File: src/rtl/usb_rx_pkg.sv
// Shared constants for the USB RX packet assembler: RxCtrl tags, PID type codes,
// FSM state encoding and result flag bit positions.
package usb_rx_pkg;

    localparam logic [7:0] RXCTRL_PID    = 8'd0;
    localparam logic [7:0] RXCTRL_DATA   = 8'd1;
    localparam logic [7:0] RXCTRL_STATUS = 8'd2;

    localparam logic [1:0] PIDT_SPECIAL = 2'b00;
    localparam logic [1:0] PIDT_TOKEN   = 2'b01;
    localparam logic [1:0] PIDT_HSHK    = 2'b10;
    localparam logic [1:0] PIDT_DATA    = 2'b11;

    typedef enum logic [2:0] {
        ST_IDLE,
        ST_TOKEN,
        ST_HSHK,
        ST_DATA,
        ST_DONE
    } rx_state_e;

    localparam int FLAG_ABORT    = 0;
    localparam int FLAG_OVERFLOW = 1;
    localparam int FLAG_RUNT     = 2;

    function automatic rx_state_e pid_to_state(input logic [1:0] pid_type);
        case (pid_type)
            PIDT_TOKEN: return ST_TOKEN;
            PIDT_HSHK:  return ST_HSHK;
            PIDT_DATA:  return ST_DATA;
            default:    return ST_IDLE;
        endcase
    endfunction

endpackage

File: src/rtl/rx_crc_strip_pipe.sv
// Two-deep byte hold: a push into a full hold releases the oldest byte on emit/dout
// in the same cycle, so the last two bytes of a packet (the CRC16) are never released.
module rx_crc_strip_pipe (
    input  logic       clk,
    input  logic       rst,
    input  logic       push,
    input  logic       flush,
    input  logic [7:0] din,
    output logic       emit,
    output logic [7:0] dout,
    output logic [1:0] level
);

    logic [7:0] b0_q, b0_d;
    logic [7:0] b1_q, b1_d;
    logic [1:0] lvl_q, lvl_d;

    always_comb begin
        b0_d  = b0_q;
        b1_d  = b1_q;
        lvl_d = lvl_q;
        emit  = 1'b0;
        dout  = b0_q;
        if (flush) begin
            lvl_d = 2'd0;
        end else if (push) begin
            case (lvl_q)
                2'd0: begin
                    b0_d  = din;
                    lvl_d = 2'd1;
                end
                2'd1: begin
                    b1_d  = din;
                    lvl_d = 2'd2;
                end
                default: begin
                    emit = 1'b1;
                    b0_d = b1_q;
                    b1_d = din;
                end
            endcase
        end
    end

    always_ff @(posedge clk or posedge rst) begin
        if (rst) begin
            b0_q  <= 8'h00;
            b1_q  <= 8'h00;
            lvl_q <= 2'd0;
        end else begin
            b0_q  <= b0_d;
            b1_q  <= b1_d;
            lvl_q <= lvl_d;
        end
    end

    assign level = lvl_q;

endmodule

File: src/rtl/rx_packet_assembler.sv
// Frames the tagged RX byte stream into packets and publishes one result per packet.
// USB_RX_CRC_STRIP_EN: when defined, the trailing CRC16 is held back and dropped.
module rx_packet_assembler
    import usb_rx_pkg::*;
#(
    parameter int MAX_PKT_BYTES = 1023,
    parameter int CNT_W         = 10
) (
    input  logic             clk,
    input  logic             rst,
    input  logic [7:0]       RxDataIn,
    input  logic [7:0]       RxCtrlIn,
    input  logic             RxDataInWEn,
    input  logic             fifoFull,
    output logic             fifoWEn,
    output logic [7:0]       fifoData,
    output logic             pktDone,
    output logic [3:0]       pktPID,
    output logic [7:0]       pktStatus,
    output logic [CNT_W-1:0] pktByteCnt,
    output logic [2:0]       pktFlags,
    output logic [15:0]      tokenData
);

    rx_state_e        state_q, state_d;
    logic [3:0]       pid_q, pid_d;
    logic [CNT_W-1:0] cnt_q, cnt_d;
    logic             ovf_q, ovf_d;
    logic [1:0]       tok_n_q, tok_n_d;
    logic [15:0]      tok_q, tok_d;
    logic             fifo_wen_q, fifo_wen_d;
    logic [7:0]       fifo_data_q, fifo_data_d;
    // Closed-packet result waits here one clock before it is published.
    logic             pend_q, pend_d;
    logic [3:0]       res_pid_q, res_pid_d;
    logic [7:0]       res_status_q, res_status_d;
    logic [CNT_W-1:0] res_cnt_q, res_cnt_d;
    logic [2:0]       res_flags_q, res_flags_d;
    logic             pkt_done_q, pkt_done_d;
    logic [3:0]       pkt_pid_q, pkt_pid_d;
    logic [7:0]       pkt_status_q, pkt_status_d;
    logic [CNT_W-1:0] pkt_cnt_q, pkt_cnt_d;
    logic [2:0]       pkt_flags_q, pkt_flags_d;

    logic       in_pkt;
    logic       data_push;
    logic       pipe_flush;
    logic       emit;
    logic [7:0] emit_byte;
    logic       runt_now;

    assign in_pkt     = (state_q == ST_TOKEN) || (state_q == ST_HSHK) || (state_q == ST_DATA);
    assign data_push  = RxDataInWEn && (RxCtrlIn == RXCTRL_DATA) && (state_q == ST_DATA);
    assign pipe_flush = RxDataInWEn && ((RxCtrlIn == RXCTRL_PID) ||
                        ((RxCtrlIn == RXCTRL_STATUS) && (state_q == ST_DATA)));

`ifdef USB_RX_CRC_STRIP_EN
    logic [1:0] pipe_level;

    rx_crc_strip_pipe u_pipe (
        .clk   (clk),
        .rst   (rst),
        .push  (data_push),
        .flush (pipe_flush),
        .din   (RxDataIn),
        .emit  (emit),
        .dout  (emit_byte),
        .level (pipe_level)
    );

    assign runt_now = (state_q == ST_DATA) && (pipe_level < 2'd2);
`else
    assign emit      = data_push;
    assign emit_byte = RxDataIn;
    assign runt_now  = 1'b0;
`endif

    always_comb begin
        state_d      = (state_q == ST_DONE) ? ST_IDLE : state_q;
        pid_d        = pid_q;
        cnt_d        = cnt_q;
        ovf_d        = ovf_q;
        tok_n_d      = tok_n_q;
        tok_d        = tok_q;
        fifo_wen_d   = 1'b0;
        fifo_data_d  = fifo_data_q;
        pend_d       = 1'b0;
        res_pid_d    = res_pid_q;
        res_status_d = res_status_q;
        res_cnt_d    = res_cnt_q;
        res_flags_d  = res_flags_q;
        pkt_done_d   = 1'b0;
        pkt_pid_d    = pkt_pid_q;
        pkt_status_d = pkt_status_q;
        pkt_cnt_d    = pkt_cnt_q;
        pkt_flags_d  = pkt_flags_q;

        if (pend_q) begin
            pkt_done_d   = 1'b1;
            pkt_pid_d    = res_pid_q;
            pkt_status_d = res_status_q;
            pkt_cnt_d    = res_cnt_q;
            pkt_flags_d  = res_flags_q;
        end

        if (emit) begin
            if (fifoFull || (cnt_q == CNT_W'(MAX_PKT_BYTES))) begin
                ovf_d = 1'b1;
            end else begin
                fifo_wen_d  = 1'b1;
                fifo_data_d = emit_byte;
                cnt_d       = cnt_q + 1'b1;
            end
        end

        if (RxDataInWEn) begin
            case (RxCtrlIn)
                RXCTRL_PID: begin
                    if (in_pkt) begin
                        pend_d                   = 1'b1;
                        res_pid_d                = pid_q;
                        res_status_d             = 8'h00;
                        res_cnt_d                = cnt_q;
                        res_flags_d              = 3'b000;
                        res_flags_d[FLAG_OVERFLOW] = ovf_q;
                        res_flags_d[FLAG_ABORT]  = 1'b1;
                    end
                    pid_d   = RxDataIn[3:0];
                    cnt_d   = '0;
                    ovf_d   = 1'b0;
                    tok_n_d = 2'd0;
                    state_d = pid_to_state(RxDataIn[1:0]);
                end
                RXCTRL_DATA: begin
                    if (state_q == ST_TOKEN) begin
                        if (tok_n_q == 2'd0) begin
                            tok_d[7:0] = RxDataIn;
                            tok_n_d    = 2'd1;
                        end else if (tok_n_q == 2'd1) begin
                            tok_d[15:8] = RxDataIn;
                            tok_n_d     = 2'd2;
                        end
                    end
                end
                RXCTRL_STATUS: begin
                    if (in_pkt) begin
                        pend_d                     = 1'b1;
                        res_pid_d                  = pid_q;
                        res_status_d               = RxDataIn;
                        res_cnt_d                  = cnt_q;
                        res_flags_d                = 3'b000;
                        res_flags_d[FLAG_RUNT]     = runt_now;
                        res_flags_d[FLAG_OVERFLOW] = ovf_q;
                        state_d                    = ST_DONE;
                    end
                end
                default: ;
            endcase
        end
    end

    always_ff @(posedge clk or posedge rst) begin
        if (rst) begin
            state_q      <= ST_IDLE;
            pid_q        <= 4'h0;
            cnt_q        <= '0;
            ovf_q        <= 1'b0;
            tok_n_q      <= 2'd0;
            tok_q        <= 16'h0000;
            fifo_wen_q   <= 1'b0;
            fifo_data_q  <= 8'h00;
            pend_q       <= 1'b0;
            res_pid_q    <= 4'h0;
            res_status_q <= 8'h00;
            res_cnt_q    <= '0;
            res_flags_q  <= 3'b000;
            pkt_done_q   <= 1'b0;
            pkt_pid_q    <= 4'h0;
            pkt_status_q <= 8'h00;
            pkt_cnt_q    <= '0;
            pkt_flags_q  <= 3'b000;
        end else begin
            state_q      <= state_d;
            pid_q        <= pid_d;
            cnt_q        <= cnt_d;
            ovf_q        <= ovf_d;
            tok_n_q      <= tok_n_d;
            tok_q        <= tok_d;
            fifo_wen_q   <= fifo_wen_d;
            fifo_data_q  <= fifo_data_d;
            pend_q       <= pend_d;
            res_pid_q    <= res_pid_d;
            res_status_q <= res_status_d;
            res_cnt_q    <= res_cnt_d;
            res_flags_q  <= res_flags_d;
            pkt_done_q   <= pkt_done_d;
            pkt_pid_q    <= pkt_pid_d;
            pkt_status_q <= pkt_status_d;
            pkt_cnt_q    <= pkt_cnt_d;
            pkt_flags_q  <= pkt_flags_d;
        end
    end

    assign fifoWEn    = fifo_wen_q;
    assign fifoData   = fifo_data_q;
    assign pktDone    = pkt_done_q;
    assign pktPID     = pkt_pid_q;
    assign pktStatus  = pkt_status_q;
    assign pktByteCnt = pkt_cnt_q;
    assign pktFlags   = pkt_flags_q;
    assign tokenData  = tok_q;

endmodule

File: config.mk
export PLATFORM = sky130hd
export DESIGN_NAME = rx_packet_assembler
export DESIGN_NICKNAME = d
export VERILOG_FILES = /design/src/rtl/usb_rx_pkg.sv /design/src/rtl/rx_crc_strip_pipe.sv /design/src/rtl/rx_packet_assembler.sv
export SDC_FILE = /design/constraint.sdc
export NUM_CORES = 1
export LEC_CHECK = 0
export CORE_MARGIN = 2
export CORE_UTILIZATION = 38
export DETAILED_ROUTE_END_ITERATION = 7
export GPL_TIMING_DRIVEN = 0
export HOLD_SLACK_MARGIN = 0.03
export PLACE_DENSITY_LB_ADDON = 0.1
export SYNTH_ARGS = -nofsm -noshare
export SYNTH_HDL_FRONTEND = slang
export SYNTH_SLANG_ARGS = --single-unit
File: constraint.sdc
create_clock -name clk -period 3.03 [get_ports clk]
set_clock_uncertainty 0.05 [all_clocks]
set_input_delay 0.4545 -clock clk [delete_from_list [all_inputs] [get_ports clk]]
set_output_delay 0.4545 -clock clk [all_outputs]
set_load 0.005 [all_outputs]
==> results of run 1 <==
==> power breakdown <==
part	total (W)	switching, W	internal [W]
Clock	0.000886	0.000454	0.000432
Combinational	0.0000863	0.0000499	0.0000363
Sequential	0.00128	0.00000388	0.00127
Total	0.00225	0.000507	0.00174
==> worst max path at each step <==
stage	cells after the start	start	slack [ns]	to
floorplan	1	rst	0.05	cnt_q[0]$_DFF_PP0_
global placement	2	rst	-1.47	tokenData[0]$_DFFE_PP0P_
detailed placement	6	RxCtrlIn[5]	-0.29	res_cnt_q[7]$_DFFE_PP0P_
CTS	6	RxCtrlIn[5]	0.12	res_cnt_q[7]$_DFFE_PP0P_
global route	6	RxCtrlIn[5]	0.11	tokenData[0]$_DFFE_PP0P_
finish	6	RxCtrlIn[5]	0.20	tokenData[5]$_DFFE_PP0P_
==> per-stage QoR <==
step,cells,power (W)
final,512,0.00225
after global routing,512,0.00234
after CTS,512,0.00229
after detailed placement,496,0.00139
after global placement,495,0.00138
after floorplan,293,0.00134
==> sequential cells by signal, indices dropped and copies added (netlist names) <==
register	count
tokenData	16
cnt_q	10
pktByteCnt	10
res_cnt_q	10
fifoData	8
pktStatus	8
res_status_q	8
pid_q	4
pktPID	4
res_pid_q	4
state_q	3
pktFlags	2
res_flags_q	2
tok_n_q	2
fifoWEn	1
ovf_q	1
pend_q	1
pktDone	1
==> repair_timing <==
| item | CTS | global route |
|---|---|---|
| setup buffers | 0 | 0 |
| setup endpoints to repair | 0 | 11 |
| resized for setup | 0 | 1 |
| hold endpoints to repair | 0 | 0 |
==> area by class of cell <==
cell class	count	area [um2]
multi-input cells	171	1410
fillers	886	4860
flip-flops and latches	95	2380
well taps	133	166
clock buffers	11	151
inverters	12	47.5
repair buffers	70	718
clock inverters	5	63.8
plain buffers	15	66.3
==> placed cells by master (no fill, tap or decap), types with 3 or more instances in the layout <==
cell type	netlist	layout
nand2b_1	3	3
nand2_1	8	8
nor2_1	4	4
nor3_1	4	4
or4_1	7	7
clkdlybuf4s50_1	0	69
nand3_1	12	12
dfrtp_1	95	95
buf_2	5	5
clkbuf_8	0	11
clkbuf_1	9	9
mux2_2	64	64
a21oi_1	12	12
o21ai_0	12	12
o31ai_1	5	5
or3_1	4	4
inv_1	12	11
mux2_1	3	3
==> critical path: cells and delay by family <==
kind	cells	cell delay, ns
mux	1	0.40
simple gates	3	1.55
buf+inv	2	0.63
==> metal layers <==
| metal | track usage [%] | up-vias |
|---|---|---|
| li1 | - | 1223 |
| met1 | 20.4 | 1305 |
| met2 | 25.3 | 55 |
| met3 | 5.01 | 10 |
| met4 | 5.43 | 0 |
| met5 | 0 | - |
==> cell families (layout without fill, tap and decap cells) <==
family	Yosys count	count (layout)
DFF	95	95
muxes	69	69
and+or+nand+nor	65	65
other	1	1
AOI/OAI and AO/OA	35	35
buffers and inverters	27	113
adders and majority gates	1	1
==> results.txt, run 1 <==
The run finished with clean final reports. The worst flop-to-flop path endpoint is fifoData[4]$_DFFE_PP0P_. The mean area per synthesized cell is between 10 and 15 um2. The via count of the first global-routing pass is between 2k and 3k.

The complex-gate fraction of the synthesized area is 5.37%. The met3 routed wirelength came out at approximately 470 um. On the worst path, the slowest cell contributes a delay of around 0.57 ns. Ranked by total cell area, the synthesized netlist is headed by dfrtp_1 (61%), mux2_2 (19%), a21oi_1 (1.5%). The number of synthesis warnings is 0.

Synthesis produced a netlist whose cell count is 293. The worst pin sits at a relative slew slack of roughly half. The measured slew at the worst slew-check pin came out at 0.752 ns. The area after detailed placement came out at 0.00478 mm2. By instance count, the cell type seen most on the critical path is or4_1.

The number of buffers added on ports came out at between 60 and 70. Clock tree synthesis selected as its root buffer the cell clkbuf_8. The path with the worst hold slack has its endpoint at pktDone$_DFF_PP0_. The clock transition at the register clock pins on the worst setup and hold paths after CTS came out at ~0.1 ns. The initial core utilization is 39.5%.

The number of clock buffers inserted by TritonCTS is 9. The largest net degree at the start of global routing is 50. The top cell type's share of synthesized area is 61.1%. The post-layout utilization of the core is between 50% and 60%. Summing every instance area after synthesis gives 0.00389 mm2. The final-report hold violation count is 0. The timing-limited maximum frequency is ~350 MHz. In the final routed layout, each cell accounts on average for about 16 um. The most common cell in the synthesized netlist is dfrtp_1. Wires add up to around 8000 um.

The number of cells on the worst hold path is 0. The H-tree was split into 3 levels. The number of synthesized register bits is 95. The worst hold path belongs to the class reg2reg.

The count of TritonRoute iterations in the first routing pass is 4. The type of destination of the critical path is a flop. The CTS sink count came out at between 90 and 100. IR analysis of the VDD net gives a maximum drop of 0.239 mV. The post-route fraction of the period consumed by the critical path came out at between 90% and 100%. The repair_antennas step left the layout with diodes totalling 0.

The biggest fanout along the worst timing path came out at 10. The multiplexer area fraction after synthesis is between 10% and 20%. The via count is 2593. Setup total negative slack on the finished layout was measured at 0 ns. STA classifies the critical path startpoint as a primary input. The total power divided by cell area came out at roughly 450 mW/mm2. The number of nets in the finished design is 395. The worst slack after detailed placement came out at -0.294 ns. Setup repair after global routing left no endpoint under its margin.

The area of the die came out at about 0.011 mm2. The number of enable-type register cells in the synthesized netlist is 0. The max-cap check violation count came out at 0. The number of max-slew violations in the final report came out at 0. In this run, post-CTS hold repair placed 0 buffers.

The main combinational cell family by area after synthesis is multiplexers. Among all stages on the critical path, the largest delay is contributed by or4_1. The post-route minimum period came out at about 2.8 ns.

Of all cell types, the one taking the most synthesized area is dfrtp_1. The first-pass GRT wire length is roughly 14000 um. The die is around 110 um wide. The area of all placed cells without fillers is approximately 0.0050 mm2.

The proportion of layout cells with a drive suffix above 1 is 25.1%. The arrival time of the worst setup path is a little over 3 ns. The worst hold margin came out at between 0.3 and 0.4 ns.

The clock insertion delay at the later pin of the skew report is about 0.37 ns. The total met2 wirelength after detailed routing came out at roughly 4000 um. The final RePlAce weighted congestion is ~0.84. Signal routing reaches up to met4. The site row count is 36. Sequential cells were found to cover 61.1% of the synthesized design area. The worst reg2reg path depth is 6. The final critical-path setup slack came out at just over 0.2 ns. The launch point of the worst reg-to-reg path is cnt_q[0]$_DFF_PP0_.

The commonest cells after synthesis are dfrtp_1 (95), mux2_2 (64). The startpoint of the tightest hold check path is pend_q$_DFF_PP0_. The simple-gate share of the synthesized area is a little over a tenth. The critical path in this run is classified as in2reg. TritonCTS built the clock tree. The number of vias per cell came out at between 5 and 6.

The overall track demand over capacity in global routing is between 15 and 20%. The setup-violating endpoint count in the final report came out at 0. The count of nets left with antenna violations once routing finished came out at 0. Walking the worst path, the cells encountered are clkdlybuf4s50_1 -> or4_1 -> buf_2 -> or4_1 -> nor2_2 -> mux2_2.

In this run the count of I/O pins placed on the die edge is between 70 and 80. In the synthesized netlist the dominant register cell turns out to be dfrtp_1. The total routed wire length on the met1 layer is between 3000 and 4000 um. The longest clock path from root to sink contains 2 buffers. The worst setup slack for register-to-register paths came out at around 0.49 ns. The leakage power is between 2 and 2.5 nW.

The post-synthesis async set-or-reset flop share is between 90% and 100%. The post-synthesis share of cell area spent on full adders, half adders and majority gates is less than 1%. The critical path required time is approximately 3.2 ns. The starting DRC count in detailed routing came out at slightly below 90. The initial antenna violation count was 0. From synthesis to final layout, the design area changed by 28.5%.

Summing the areas of all xor and xnor instances in the mapped netlist gives 0% of the synthesized area. Synthesis instantiated 39 different standard cells from the library. The overall die height is about 110 um. The final HPWL from detailed placement is 5520 um. Counting every net in the synthesized netlist gives between 300 and 400.

The area of the core came out at a little under 0.01 mm2. The total overflow reported by the global router came out at 0. The final routed DRC violation total is 0.
Power figures use the tool's default switching activity.
==> run 2: changes to the inputs <==
--- a/config.mk
+++ b/config.mk
@@ -5,6 +5,7 @@
 export SDC_FILE = /design/constraint.sdc
 export NUM_CORES = 1
 export LEC_CHECK = 0
+export ABC_AREA = 1
 export CORE_MARGIN = 2
 export CORE_UTILIZATION = 38
 export DETAILED_ROUTE_END_ITERATION = 7
@@ -14,3 +15,4 @@
 export SYNTH_ARGS = -nofsm -noshare
 export SYNTH_HDL_FRONTEND = slang
 export SYNTH_SLANG_ARGS = --single-unit
+export TNS_END_PERCENT = 30
==> run 2 against run 1 <==
Net effect:
- via count up 11%
- worst setup slack better by 0.94 ns
- worst hold slack worse by 0.017 ns
- critical path type unchanged
- wire length up 2.1%
- sequential power about the same
- largest cell class unchanged
- die area up 0.74%
- non-clock buffer count down 3
- synthesized cell count up 33%
==> results.txt, run 2 <==
Status: finished clean (unchanged). The overall die height is 106 um (was 105 um). The CTS sink count is 95 (unchanged). The detail-routed net length per standard cell is 13.7 um (was 16.1 um). The total wirelength of the detailed-routed design came out at 8400 um (was 8220 um). The slowest stage cell on the critical path was clkdlybuf4s50_1 (was or4_1). Cells taking the most area after synthesis: dfrtp_1 (61%), nand2_1 (9.4%), mux2_2 (6.9%) (was dfrtp_1 (61%), mux2_2 (19%), a21oi_1 (1.5%)). The site row count is 37 (was 36). The critical path required time is 3.22 ns (was 3.24 ns). The post-layout utilization of the core is 49.1% (was 50.7%). The timing-limited maximum frequency came out at 530 MHz (was 354 MHz). The number of vias per cell is 4.69 (was 5.06). The area added between synthesis and finish came to 27.5% (was 28.5%). The worst ir drop on vdd was 0.289 mV (was 0.239 mV). The number of clock buffers inserted by TritonCTS is 9 (unchanged).

The launch point of the worst reg-to-reg path was cnt_q[1]$_DFF_PP0_ (was cnt_q[0]$_DFF_PP0_). The area of the core came out at 0.0102 mm2 (was 0.00986 mm2). The via count came out at 2872 (was 2593).

The number of buffers inserted for hold repair after clock tree synthesis is 0 (unchanged). The number of gates given a new drive strength after cts is 0 (unchanged). The arrival time of the worst setup path came out at 2.08 ns (was 3.04 ns).

The dominant cell type by area after synthesis is dfrtp_1 (unchanged). The initial antenna violation count is 0 (unchanged). The startpoint of the tightest hold check path is pend_q$_DFF_PP0_ (unchanged). The clock transition at the register clock pins on the worst setup and hold paths after CTS came to 0.09 ns (was 0.10 ns). The number of synthesized register bits came out at 95 (unchanged). The count of TritonRoute iterations in the first routing pass came out at 7 (was 4). Top cells by count, synth: nand2_1 (98), dfrtp_1 (95), inv_1 (35) (was dfrtp_1 (95), mux2_2 (64)). The number of nets in the finished design came out at 493 (was 395). The final HPWL from detailed placement was 6110 um (was 5520 um). The max-cap check violation count came to 0 (unchanged).

The number of fillers in the final layout is 986 (was 886). The critical path start-end classification is in2reg (unchanged). Leading cell types in the layout, fill and taps excluded: nand2_1 (98), dfrtp_1 (95), clkdlybuf4s50_1 (69), inv_1 (34), o21ai_1 (30) (was dfrtp_1 (95), clkdlybuf4s50_1 (69), mux2_2 (64)). The starting DRC count in detailed routing came out at 89 (was 87). The type of destination of the critical path was a flop (unchanged). The number of buffers added on ports is 69 (unchanged).

The mean area per synthesized cell came to 10.0 um2 (was 13.3 um2). The synthesized netlist cell count is 391 (was 293). The measured slew at the worst slew-check pin was 0.550 ns (was 0.752 ns).

The family with the most delay on the worst path was simple AND/OR/NAND/NOR gates (unchanged). The netlist area before placement came out at 0.00392 mm2 (was 0.00389 mm2). The distinct cell type count of the synthesized netlist came to 30 (was 39). The final routed DRC violation total was 0 (unchanged). The boundary pin count came to 71 (unchanged).

The area of all placed cells without fillers came to 0.00500 mm2 (about the same). The final-report hold violation count came to 0 (unchanged). The first-pass GRT wire length is 14200 um (was 13800 um).

The number of max-slew violations in the final report came out at 0 (unchanged). The final antenna diode count is 0 (unchanged). The delay contributed by the slowest stage of the critical path came out at 0.45 ns (was 0.57 ns). The startpoint of the worst setup timing path was RxCtrlIn[0] (was RxCtrlIn[5]). The number of flip-flops in the largest register was 16 (unchanged).

The setup-violating endpoint count in the final report came out at 0 (unchanged). The cell at the root of the clock tree is clkbuf_8 (unchanged). The most frequent standard cell in the layout excluding fill and tap cells is nand2_1 (was dfrtp_1). The sum of negative setup slack came out at 0 ns (unchanged). The largest net degree at the start of global routing came out at 54 (was 50). The remaining antenna violation count is 0 (unchanged).

The startpoint type of the worst setup path is a primary input (unchanged). The number of post-CTS setup repair buffers was 0 (unchanged). The proportion of layout cells with a drive suffix above 1 came out at 15.1% (was 25.1%). The combined flip-flop and latch cell area came out at 0.00238 mm2 (unchanged).

The total power divided by cell area came out at 443 mW/mm2 (was 449 mW/mm2). The count of buffer and inverter cells on the critical path was 3 (was 2). The most common cell in the synthesized netlist was nand2_1 (was dfrtp_1).

The number of buffers on the longest clock path came out at 2 (unchanged). The register area share after synthesis is 60.6% (was 61.1%). Critical Path, Cell by Cell: clkdlybuf4s50_1 -> inv_1 -> nor2_1 -> nand4_1 -> nor2_1 -> nand4_2 -> buf_6 -> nand2_1 -> o21ai_1 (was clkdlybuf4s50_1 -> or4_1 -> buf_2 -> or4_1 -> nor2_2 -> mux2_2). The top cell type's share of synthesized area is 60.6% (was 61.1%).

The post-route minimum period came to 1.89 ns (was 2.83 ns). The post-synthesis async set-or-reset flop share was 100% (unchanged). The CTS tree was yes (unchanged).

The net count after synthesis is 412 (was 314). The area of the die is 0.0112 mm2 (was 0.0111 mm2). The post-route fraction of the period consumed by the critical path came out at 62.3% (was 93.3%). The H-tree depth came out at 3 (unchanged). The clock insertion delay at the later pin of the skew report was 0.35 ns (was 0.37 ns). The area after detailed placement was 0.00481 mm2 (was 0.00478 mm2). The biggest fanout along the worst timing path came to 10 (unchanged).

The number of synthesis warnings came to 0 (unchanged). The final RePlAce weighted congestion came out at 0.789 (was 0.839). The number of enable-type register cells in the synthesized netlist came to 0 (unchanged). The most instantiated flip-flop cell in the synthesis netlist is dfrtp_1 (unchanged).

The width of the die came out at 106 um (was 105 um). The most common cell type on the critical path is nor2_1 (was or4_1). The overall track demand over capacity in global routing was 16.0% (was 15.8%).

The type of the tightest min-delay check is reg2reg (unchanged). The worst max-slew margin expressed relative to the limit came out at 63.3% (was 49.9%). The total overflow reported by the global router came out at 0 (unchanged). Unrepaired setup endpoints after global routing: no (unchanged). The initial core utilization is 38.5% (was 39.5%). The area of the multi-input gates is 0.00133 mm2 (was 0.00141 mm2).

The leakage power was 2.36 nW (was 2.31 nW). The via count of the first global-routing pass is 2845 (was 2634).
## run 2: cell families after synthesis
group | Yosys count | share of synthesized area (%)
AO/OA/AOI/OAI | 58 | 7.49
XOR/XNOR | 1 | 0.223
adder cells (fa/ha/maj) | 1 | 0.319
buffers and inverters | 50 | 5.61
flip-flops | 95 | 60.6
multiplexers | 24 | 6.89
other | 1 | 0.0956
AND/OR/NAND/NOR | 161 | 18.8
## run 2: path summary, 6_finish.rpt
path                            slack [ns]  depth (start not counted)                  endpoint
max in group asynchronous             1.83                          3  tokenData[2]$_DFFE_PP0P_
min in group asynchronous             0.44                          2  pktStatus[3]$_DFFE_PP0P_
worst min register to register        0.32                          0         pktDone$_DFF_PP0_
worst max register to register        1.29                         10   fifoData[0]$_DFFE_PP0P_
worst max-delay path                  1.14                          9  tokenData[8]$_DFFE_PP0P_
worst min-delay path                  0.32                          0         pktDone$_DFF_PP0_
## run 2: metrics by stage
stage                     setup WS (ns)  total power, W  std cells  hold slack, ns
after floorplan                  0.0485         0.00137        391           0.302
after global placement            -1.43         0.00142        596           0.307
after detailed placement          0.741         0.00143        597           0.310
after CTS                          1.14         0.00225        612           0.320
after global routing              0.980         0.00231        612           0.324
final                              1.14         0.00222        612           0.316
## run 2: routing by layer
metal  up-vias  GRT usage (%)  wire [um]
met5         -              0          0
met4         0           4.51         59
met3         4           3.83        370
met2        62           23.8       3740
met1      1380           23.5       4230
li1       1426              -          -
## run 2: final cells by class
cell class	instances	share of cell area, %
Multi-Input combinational cell	246	26.5
Sequential cell	95	47.5
Tap cell	136	3.40
Clock inverter	5	1.18
Inverter	38	2.93
Clock buffer	10	2.55
Buffer	12	1.53
Timing Repair Buffer	70	14.4
## run 2: report_power, final
part | switching (W) | internal [W] | total, W
registers | 0.0000110 | 0.00128 | 0.00129
clock network | 0.000439 | 0.000379 | 0.000818
logic | 0.0000676 | 0.0000394 | 0.000107
